[src/rtl/hazard_sequencer.sv]
// Hazard sequencer for the 5-stage RISC-V pipeline.
// Produces the pipeline-register write enables, the ID/EX bubble select and
// the IF/ID flush. It covers multi-cycle load-use stalls, taken-branch squash
// in EX, and a full freeze while the data memory holds off a handshake. A
// watchdog flag marks a memory wait that has gone on too long, and a
// saturating counter records how many cycles the PC was held.
module hazard_sequencer #(
    parameter int unsigned LOAD_LAT = 1,   // bubbles per load-use hazard, 1..3
    parameter int unsigned TIMEOUT  = 64,  // memory-wait cycles before mem_timeout, 2..255
    parameter int unsigned CNT_W    = 16   // width of stall_cycles
) (
    input  logic             clk,
    input  logic             rst,
    input  logic             id_ex_memread,
    input  logic [4:0]       if_id_register_rs1,
    input  logic [4:0]       if_id_register_rs2,
    input  logic [4:0]       id_ex_register_rd,
    input  logic             ex_branch_taken,
    input  logic             mem_req,
    input  logic             mem_ready,
    input  logic             err_clr,
    output logic             pc_write,
    output logic             if_id_write,
    output logic             id_ex_write,
    output logic             ex_mem_write,
    output logic             control_sel,
    output logic             if_id_flush,
    output logic             state,
    output logic             mem_timeout,
    output logic [CNT_W-1:0] stall_cycles
);

    localparam int unsigned LU_W   = 2;
    localparam int unsigned WAIT_W = 8;

    // Bubbles still owed after the first one, loaded on entry to LU.
    localparam logic [LU_W-1:0]   LU_INIT   = LU_W'(LOAD_LAT - 1);
    localparam logic [WAIT_W-1:0] WAIT_MAX  = WAIT_W'(TIMEOUT);
    localparam logic [WAIT_W-1:0] WAIT_TRIP = WAIT_W'(TIMEOUT - 1);

    typedef enum logic {
        RUN = 1'b0,
        LU  = 1'b1
    } state_e;

    state_e             state_q, state_d;
    logic [LU_W-1:0]    lu_cnt_q, lu_cnt_d;
    logic [WAIT_W-1:0]  wait_cnt_q, wait_cnt_d;
    logic               mem_timeout_q, mem_timeout_d;
    logic [CNT_W-1:0]   stall_cycles_q, stall_cycles_d;

    logic hz;
    logic mstall;
    logic timeout_set;

    assign state        = state_q;
    assign mem_timeout  = mem_timeout_q;
    assign stall_cycles = stall_cycles_q;

    // Raw hazard terms: load-use against ID sources (x0 never hazards) and memory wait.
    always_comb begin
        hz = id_ex_memread
             && (id_ex_register_rd != 5'd0)
             && ((id_ex_register_rd == if_id_register_rs1)
                 || (id_ex_register_rd == if_id_register_rs2));
        mstall = mem_req && !mem_ready;
    end

    // Prioritised control: memory freeze, then branch squash, then load-use bubbles.
    always_comb begin
        state_d      = state_q;
        lu_cnt_d     = lu_cnt_q;
        pc_write     = 1'b1;
        if_id_write  = 1'b1;
        id_ex_write  = 1'b1;
        ex_mem_write = 1'b1;
        control_sel  = 1'b1;
        if_id_flush  = 1'b0;

        if (mstall) begin
            // Whole pipe holds; branch and hazard are re-evaluated once memory answers.
            pc_write     = 1'b0;
            if_id_write  = 1'b0;
            id_ex_write  = 1'b0;
            ex_mem_write = 1'b0;
        end else if (ex_branch_taken) begin
            // The squashed consumer no longer needs its bubbles.
            control_sel = 1'b0;
            if_id_flush = 1'b1;
            state_d     = RUN;
            lu_cnt_d    = '0;
        end else if (state_q == LU) begin
            pc_write    = 1'b0;
            if_id_write = 1'b0;
            control_sel = 1'b0;
            if (lu_cnt_q <= LU_W'(1)) begin
                state_d  = RUN;
                lu_cnt_d = '0;
            end else begin
                lu_cnt_d = lu_cnt_q - LU_W'(1);
            end
        end else if (hz) begin
            pc_write    = 1'b0;
            if_id_write = 1'b0;
            control_sel = 1'b0;
            if (LOAD_LAT > 1) begin
                state_d  = LU;
                lu_cnt_d = LU_INIT;
            end
        end

        // While reset is held the pipeline must run freely regardless of inputs.
        if (rst) begin
            pc_write     = 1'b1;
            if_id_write  = 1'b1;
            id_ex_write  = 1'b1;
            ex_mem_write = 1'b1;
            control_sel  = 1'b1;
            if_id_flush  = 1'b0;
        end
    end

    // Memory-wait watchdog and stall performance counter.
    always_comb begin
        if (!mstall) begin
            wait_cnt_d = '0;
        end else if (wait_cnt_q < WAIT_MAX) begin
            wait_cnt_d = wait_cnt_q + WAIT_W'(1);
        end else begin
            wait_cnt_d = wait_cnt_q;
        end

        // Set condition persists while the wait continues, so it overrides err_clr.
        timeout_set = mstall && (wait_cnt_q >= WAIT_TRIP);

        if (timeout_set) begin
            mem_timeout_d = 1'b1;
        end else if (err_clr) begin
            mem_timeout_d = 1'b0;
        end else begin
            mem_timeout_d = mem_timeout_q;
        end

        if (!pc_write && (stall_cycles_q != '1)) begin
            stall_cycles_d = stall_cycles_q + CNT_W'(1);
        end else begin
            stall_cycles_d = stall_cycles_q;
        end
    end

    // State, counters and flags with asynchronous reset.
    always_ff @(posedge clk or posedge rst) begin
        if (rst) begin
            state_q        <= RUN;
            lu_cnt_q       <= '0;
            wait_cnt_q     <= '0;
            mem_timeout_q  <= 1'b0;
            stall_cycles_q <= '0;
        end else begin
            state_q        <= state_d;
            lu_cnt_q       <= lu_cnt_d;
            wait_cnt_q     <= wait_cnt_d;
            mem_timeout_q  <= mem_timeout_d;
            stall_cycles_q <= stall_cycles_d;
        end
    end

endmodule

[config.mk]
export PLATFORM = sky130hd
export DESIGN_NAME = hazard_sequencer
export DESIGN_NICKNAME = d
export VERILOG_FILES = /design/src/rtl/hazard_sequencer.sv
export SDC_FILE = /design/constraint.sdc
export NUM_CORES = 1
export LEC_CHECK = 0
export BUFFER_PORTS_ARGS = -buffer_cell sky130_fd_sc_hd__buf_4
export CAP_MARGIN = 40
export CORE_AREA = 5 5 68 70
export CTS_BUF_LIST = sky130_fd_sc_hd__clkbuf_16
export DETAILED_ROUTE_END_ITERATION = 8
export DIE_AREA = 0 0 73 75
export GPL_TIMING_DRIVEN = 0
export SYNTH_ARGS = -nofsm -noshare
export SYNTH_HDL_FRONTEND = slang
export SYNTH_SLANG_ARGS = --single-unit
[constraint.sdc]
create_clock -name clk -period 4.3 [get_ports clk]
set_input_delay 0.215 -clock clk [delete_from_list [all_inputs] [get_ports clk]]
set_output_delay 0.215 -clock clk [all_outputs]
set_load 0.02 [all_outputs]
==> results.txt, run 1 <==
----------------------------------------------------
[Logic synthesis]
  Post-synthesis net count ... 173
  Dominant synthesized flop cell ... dfrtp_1
  Number of warnings issued by yosys ... 0
  Most frequent cell after synthesis ... dfrtp_1
  Total of flip-flops plus latches after synthesis ... 28
  Post-synth EDFFs ... 0
  Unique cell type count in the Yosys netlist ... 36
  Biggest area contributors in the synthesized netlist ... dfrtp_1 47%, xnor2_1 8.2%, xor2_1 8.2%
  Part of the Yosys area used for sequential elements ... a little under half
  Post-synthesis cell area ... roughly 1500 um2
  Synthesized instance count ... 149
  Most common library cells after synthesis ... 28 x dfrtp_1, 14 x xnor2_1, 14 x xor2_1
  Post-synthesis async set-or-reset flop share ... 100%
  Cell taking the most area after synthesis ... dfrtp_1
  Per-instance average area after synthesis ... 10.1 um2
  Share of the synthesized area in the top cell type ... a little under half

[Timing]
  # setup viols final ... 0
  Share of the clock period used by the worst path after layout ... 48.2%
  Max Transition Viols Final ... 0
  Maximum clock frequency ... 0.482 GHz
  Hold Worst Slack ... between 80 and 90 ps
  Min Tclk post-route ... just over 2000 ps
  Relative slew margins ... between 50% and 60%
  Sum of negative setup slack ... 0 ps
  Unrepaired setup endpoints after global routing ... no
  Final setup skew ... 1.40 ps
  Hold violation total from the final report ... 0
  Worst-Margin Slew ... between 700 and 800 ps

[Finish]
  Antenna diodes ... 0
  Finished Cell Area ... ~2000 um2
  Layout area overhead ... 32.9%
  Proportion of layout cells with a drive suffix above 1 ... between 20 and 30%
  Nets ... 224

[Die]
  Overall die area ... between 5000 and 6000 um2
  Die Height ... between 70 and 80 um
  Top-level port count ... 46
  Total core area ... 3910 um2
  Starting density of the core ... a little under two fifths
  Row count ... 23
  Floorplan die width ... 73 um

[Clock tree]
  TritonCTS clock tree ... done
  CTS buffer count ... 3
  CTS H-Tree Depth ... 1
  Number of hold buffers added after CTS ... 0
  Post-CTS sizing ... 0
  Root buf cell ... clkbuf_16
  Post CTS Setup Buffer Count ... 0
  Insertion delay of the later-clocked pin in the worst-skew pair ... ~260 ps
  Sinks on the clock net ... 28
  Maximum root-to-sink buffer count ... 2
  Clock edge transition at the registers on the reported setup and hold paths ... roughly 70 ps

[Status]
  Run status ... completed

[Critical path]
  Required arrival time at the worst endpoint ... 4440 ps
  CP max-delay cell ... dfrtp_1
  Reg2Reg Depth ... 9
  Chain of cells forming the critical path ... and3_1 > and3_1 > and4_4 > nor4b_1 > or2_1 > buf_6 > buf_6 > nand4_1 > xnor2_1
  Worst setup EP type ... flip-flop
  Largest fanout on the critical path ... 10
  Family of cells with the greatest summed delay on the critical path ... simple AND/OR/NAND/NOR gates
  Number of gates on the worst path with buffers counted ... 9
  CP peak stage delay ... about 440 ps
  Startpoint type of the worst setup path ... flip-flop
  Number of buffers and inverters on the critical path ... 2
  Category of the critical setup timing path ... reg -> reg
  Crit path DAT ... about 2200 ps

[Global route]
  First-pass GRT wire length ... 5710 um
  GRT Residual Overflow ... 0
  Maximum number of pins on one net before global-route repair ... 20
  Via count of the first global-routing pass ... between 1000 and 1500
  Aggregate global-route resource usage ... 13.2%
  Number of antenna violations at the first check in global routing ... 0

[Power]
  VDD IR max ... between 0.0002 and 0.00025 V
  Part of the total power dissipated in the clock network ... a little under a third
  Switching component of the power ... 0.000197 W
  Relative contribution of combinational cells to total power ... around 23%
  Int Power ... roughly 0.00049 W
  Power density normalized to cell area ... between 300 and 400 nW/um2
  Power share of the sequential group ... a little under half
  Sw frac ... about 29%
  Reported leakage power ... roughly 0.95 nW

[Run]
  Maximum capacitance violations ... 0

[Hold path]
  Path type of the worst min-delay path ... in -> async

[Placement]
  Port Buffer Count ... 45
  Post-detailed-placement cell area ... about 1900 um2
  Routability congestion estimate from global placement ... just under 0.8
  Detailed Place HPWL ... ~2700 um

[Detailed routing]
  Remaining routing DRC violations ... 0
  Vias per cell ... roughly 5
  Drt initial violations ... between 40 and 50
  Antenna-violating nets left ... 0
  Vias post-DR ... about 1200
  DRT Pass-1 Iters ... 4
  Routed wire length per instance ... about 14 um
  Routed WL ... 3400 um

----------------------------------------------------
[path summary, 6_finish.rpt]
kind / to / from / slack [ps]
max: stall_cycles[14] / stall_cycles[6] / 2230
min: lu_cnt_q[1] / rst / 80
max reg2reg: stall_cycles[14] / stall_cycles[6] / 2230
min reg2reg: stall_cycles[8] / stall_cycles[8] / 500
max in group asynchronous: stall_cycles[12] / rst / 3680
min in group clk: mem_timeout / err_clr / 150
[flip-flops by register name (all words and copies together) (netlist names)]
signal / count
wait_cnt_q: 8
lu_cnt_q: 2
mem_timeout: 1
stall_cycles: 16
state: 1
[cell families (layout without fill, tap and decap cells)]
kind of cell             count (synthesis)  after routing  synth area share [%]
buffers and inverters                    9             59                  3.83
AO/OA/AOI/OAI                           15             15                  6.16
multiplexers                             2              2                  1.50
XOR/XNOR                                28             28                  16.3
flip-flops                              28             28                  46.6
AND/OR/NAND/NOR                         65             65                  23.9
adder cells (fa/ha/maj)                  2              2                  1.67
[area by class of cell]
cell class / count / area (um2)
fillers: 382 / 1920
multi-input cells: 112 / 744
flip-flops and latches: 28 / 701
repair buffers: 46 / 353
clock buffers: 3 / 75.1
well taps: 50 / 62.6
plain buffers: 7 / 50.0
inverters: 2 / 7.51
clock inverters: 1 / 3.75
[worst reg2reg max path, stage by stage (launching register included)]
cell     delay [ps]
dfrtp_1         440
and3_1          200
and3_1          230
and4_4          200
nor4b_1         210
or2_1           160
buf_6           130
buf_6           140
nand4_1         120
xnor2_1         150
[metal layers]
metal | track usage (%) | up-vias | part of all wire, %
met5 | 0 | - | 0
met1 | 17.2 | 594 | 44
met4 | 3.07 | 0 | 0.29
met2 | 22.6 | 31 | 50
met3 | 2.67 | 2 | 5.7
li1 | - | 614 | -
[stage by stage]
step / total power [W] / utilization, % / cells / worst slack (ps)
after floorplan: 0.000404 / - / 149 / 2150
after detailed placement: 0.000480 / 49.0 / 245 / 2220
after global routing: 0.000721 / 51.0 / 249 / 2070
final: 0.000684 / 51.0 / 249 / 2230
after global placement: 0.000477 / 48.6 / 244 / 1850
after CTS: 0.000691 / 51.0 / 249 / 2210
[power by group through the flow]
stage,registers [W],logic [W],clock network (W)
after floorplan,0.000344,0.0000602,0
after global placement,0.000321,0.000156,0
after detailed placement,0.000322,0.000158,0
after CTS,0.000317,0.000158,0.000216
after global routing,0.000325,0.000170,0.000226
final,0.000318,0.000156,0.000210
[placed cells by master, fill, tap and decap left out, types with 2 or more instances in the layout]
| cell | count |
|---|---|
| a21oi_1 | 3 |
| and2_1 | 3 |
| and3_1 | 6 |
| and4_1 | 2 |
| buf_4 | 47 |
| buf_6 | 2 |
| clkbuf_1 | 2 |
| clkbuf_16 | 3 |
| dfrtp_1 | 28 |
| ha_1 | 2 |
| inv_1 | 2 |
| mux2_1 | 2 |
| nand2_1 | 13 |
| nand2b_1 | 2 |
| nand3_1 | 3 |
| nand4_1 | 11 |
| nor2_1 | 13 |
| nor2b_1 | 3 |
| nor3_1 | 2 |
| o21ai_0 | 5 |
| xnor2_1 | 14 |
| xor2_1 | 14 |
No activity file was read; power rests on OpenSTA's default activity.
==> run 2: changes to the inputs <==
==> constraint.sdc (replaced) <==
create_clock -name clk -period 2.2 [get_ports clk]
set_input_delay 0.11 -clock clk [delete_from_list [all_inputs] [get_ports clk]]
set_output_delay 0.11 -clock clk [all_outputs]
set_load 0.02 [all_outputs]
==> results.txt, run 2 (synthesis results as in run 1) <==
----------------------------------------------------
[Status]
  Run status ... complete, but fails checks
  Violated checks ... hold timing

[Clock tree]
  Number of hold buffers added after CTS ... 0 (unchanged)
  Root buf cell ... clkbuf_16
  Insertion delay of the later-clocked pin in the worst-skew pair ... 260 ps (about the same)
  Sinks on the clock net ... 28 (unchanged)
  Clock edge transition at the registers on the reported setup and hold paths ... 70 ps (about the same)
  CTS buffer count ... 3 (unchanged)
  TritonCTS clock tree ... done
  Maximum root-to-sink buffer count ... 2 (unchanged)
  CTS H-Tree Depth ... 1 (unchanged)

[Global route]
  GR Util met2 ... 22.6% (unchanged)
  Aggregate global-route resource usage ... 13.2% (unchanged)
  Via count of the first global-routing pass ... 1247 (unchanged)
  Number of antenna violations at the first check in global routing ... 0 (unchanged)
  First-pass GRT wire length ... 5710 um (unchanged)
  Maximum number of pins on one net before global-route repair ... 20 (unchanged)
  GRT Residual Overflow ... 0 (unchanged)
  Global-route layer with the greatest usage ... met2
  M1 GR Usage ... 17.2% (unchanged)
  Met3 layer usage reported by global route ... 2.67% (unchanged)

[Detailed routing]
  DRT Pass-1 Iters ... 4 (unchanged)
  Routed wire length per instance ... 13.7 um (+0.11%)
  Antenna-violating nets left ... 0 (unchanged)
  Remaining routing DRC violations ... 0 (unchanged)
  Vias per cell ... 4.99 (+0.16%)
  Routed WL ... 3430 um (+0.91%)
  Vias post-DR ... 1253 (+0.97%)
  Drt initial violations ... 36 (-20%)

[Finish]
  Proportion of layout cells with a drive suffix above 1 ... 30.8% (+1.7 points)
  Fraction of the core area covered by cells at the end of the flow ... 51.6% (+0.58 points)
  Layout area overhead ... 34.4%
  Antenna diodes ... 0 (unchanged)
  Flip-flop count of the largest register, all copies and words added ... 16 (unchanged)
  Commonest non-fill, non-tap cell in the layout ... buf_4
  Highest-count cells in the layout ignoring fill and taps ... 49 x buf_4, 27 x dfrtp_1, 14 x xor2_1, 14 x xnor2_1
  Nets ... 226 (+0.89%)

[Critical path]
  Reg2Reg Setup Slack ... 120 ps (-2100 ps)
  Reg2Reg Depth ... 9 (unchanged)
  Worst setup EP type ... flip-flop
  Largest fanout on the critical path ... 10 (unchanged)
  Endpoint of the worst-slack reg-to-reg timing path ... stall_cycles[14]
  CP peak stage delay ... 420 ps (-20 ps)
  CP max-delay cell ... dfrtp_1
  R2R Path Start ... stall_cycles[7]
  Crit path DAT ... 2220 ps (about the same)
  Startpoint type of the worst setup path ... flip-flop
  Required arrival time at the worst endpoint ... 2340 ps (-2100 ps)
  Chain of cells forming the critical path ... and3_1 > and3_1 > and4_4 > nor4b_2 > or2_1 > buf_6 > buf_6 > nand4_1 > xnor2_1
  Category of the critical setup timing path ... reg -> reg

[Timing]
  Max Transition Viols Final ... 0 (unchanged)
  Min Tclk post-route ... 2080 ps (+2.60 ps)
  Share of the clock period used by the worst path after layout ... 94.4% (+46 points)
  Relative slew margins ... 52.5% (-0.098 points)
  Hold Worst Slack ... -21.2 ps (-104 ps)
  Worst-Margin Slew ... 712 ps (+1.47 ps)
  Hold violation total from the final report ... 15 (+15)
  Worst setup slack after layout ... 124 ps (-2100 ps)
  Maximum clock frequency ... 0.482 GHz (-0.13%)
  # setup viols final ... 0 (unchanged)
  Final setup skew ... 1.53 ps (+0.136 ps)

[Die]
  Die Height ... 75 um (unchanged)
  Overall die area ... 5480 um2 (unchanged)
  Floorplan die width ... 73 um (unchanged)
  Total core area ... 3910 um2 (unchanged)
  Row count ... 23 (unchanged)
  Starting density of the core ... 38.4% (unchanged)
  Top-level port count ... 46 (unchanged)

[Power]
  Power density normalized to cell area ... 663 nW/um2 (+94%)
  VDD IR max ... 0.000416 V (+96%)
  Reported leakage power ... 0.961 nW (+1.1%)

[Placement]
  Port Buffer Count ... 45 (unchanged)
  Detailed Place HPWL ... 2670 um (unchanged)
  Post-place setup slack ... 133 ps (-2080 ps)
  Routability congestion estimate from global placement ... 0.776 (unchanged)

[Run]
  Maximum capacitance violations ... 0 (unchanged)

[Hold path]
  Path type of the worst min-delay path ... in -> async

----------------------------------------------------
[run 2: changes by cell type in the layout (fill, tap and decap cells not counted)]
cell	delta
nor4b_1	-1
dfrtp_1	-1
buf_4	+2
dfrtp_2	+1
nor4b_2	+1
[run 2: layout make-up]
cell class	count	area (um2)
Fill cell	382	1890
Clock inverter	1	3.75
Timing Repair Buffer	48	368
Inverter	2	7.51
Sequential cell	28	702
Multi-Input combinational cell	112	751
Tap cell	50	62.6
Clock buffer	3	75.1
Buffer	7	50.0
[run 2: where the power goes]
part	leakage [nW]	switching [W]	internal [W]	total, W
sequential	0.382	0.0000607	0.000562	0.000623
clock	0.0385	0.000168	0.000243	0.000411
combinational	0.541	0.000157	0.000149	0.000305
total	0.961	0.000385	0.000954	0.00134
[run 2: stage by stage]
step	instances	hold WS [ps]	power, W	TNS [ps]	instance area [um2]
floorplan	149	198	0.000789	0	1500
global placement	244	311	0.000932	-921	1900
detailed placement	245	284	0.000938	0	1920
CTS	249	2.61	0.00135	0	2000
global route	251	45.9	0.00141	-10.0	2020
finish	251	-21.2	0.00134	0	2020
[run 2: timing repair]
item	in CTS	in global routing
resized for setup	0	2
setup endpoints to repair	0	4
buffers inserted	0	2
[run 2: worst max path at each step]
| stage | start | end | slack [ps] |
|---|---|---|---|
| 2_1_floorplan | rst | stall_cycles[14] | 160 |
| 3_3_place_gp | rst | stall_cycles[14] | -140 |
| 3_5_place_dp | stall_cycles[6] | stall_cycles[14] | 130 |
| 4_1_cts | stall_cycles[6] | stall_cycles[14] | 110 |
| 5_1_grt | stall_cycles[8] | stall_cycles[3] | -7 |
| 6_report | stall_cycles[7] | stall_cycles[14] | 120 |
[run 2: layer usage]
metal | share of wire, % | vias to the layer above
met4 | 0.29 | 0
met3 | 5.4 | 2
met1 | 43 | 605
met2 | 51 | 28
li1 | - | 618
met5 | 0 | -
[run 2: worst max-delay path, delay by kind of cell (launching register included)]
kind | cells | cell delay [ps]
XOR/XNOR | 1 | 150
buffers and inverters | 2 | 270
flip-flops | 1 | 420
AND/OR/NAND/NOR | 6 | 1120
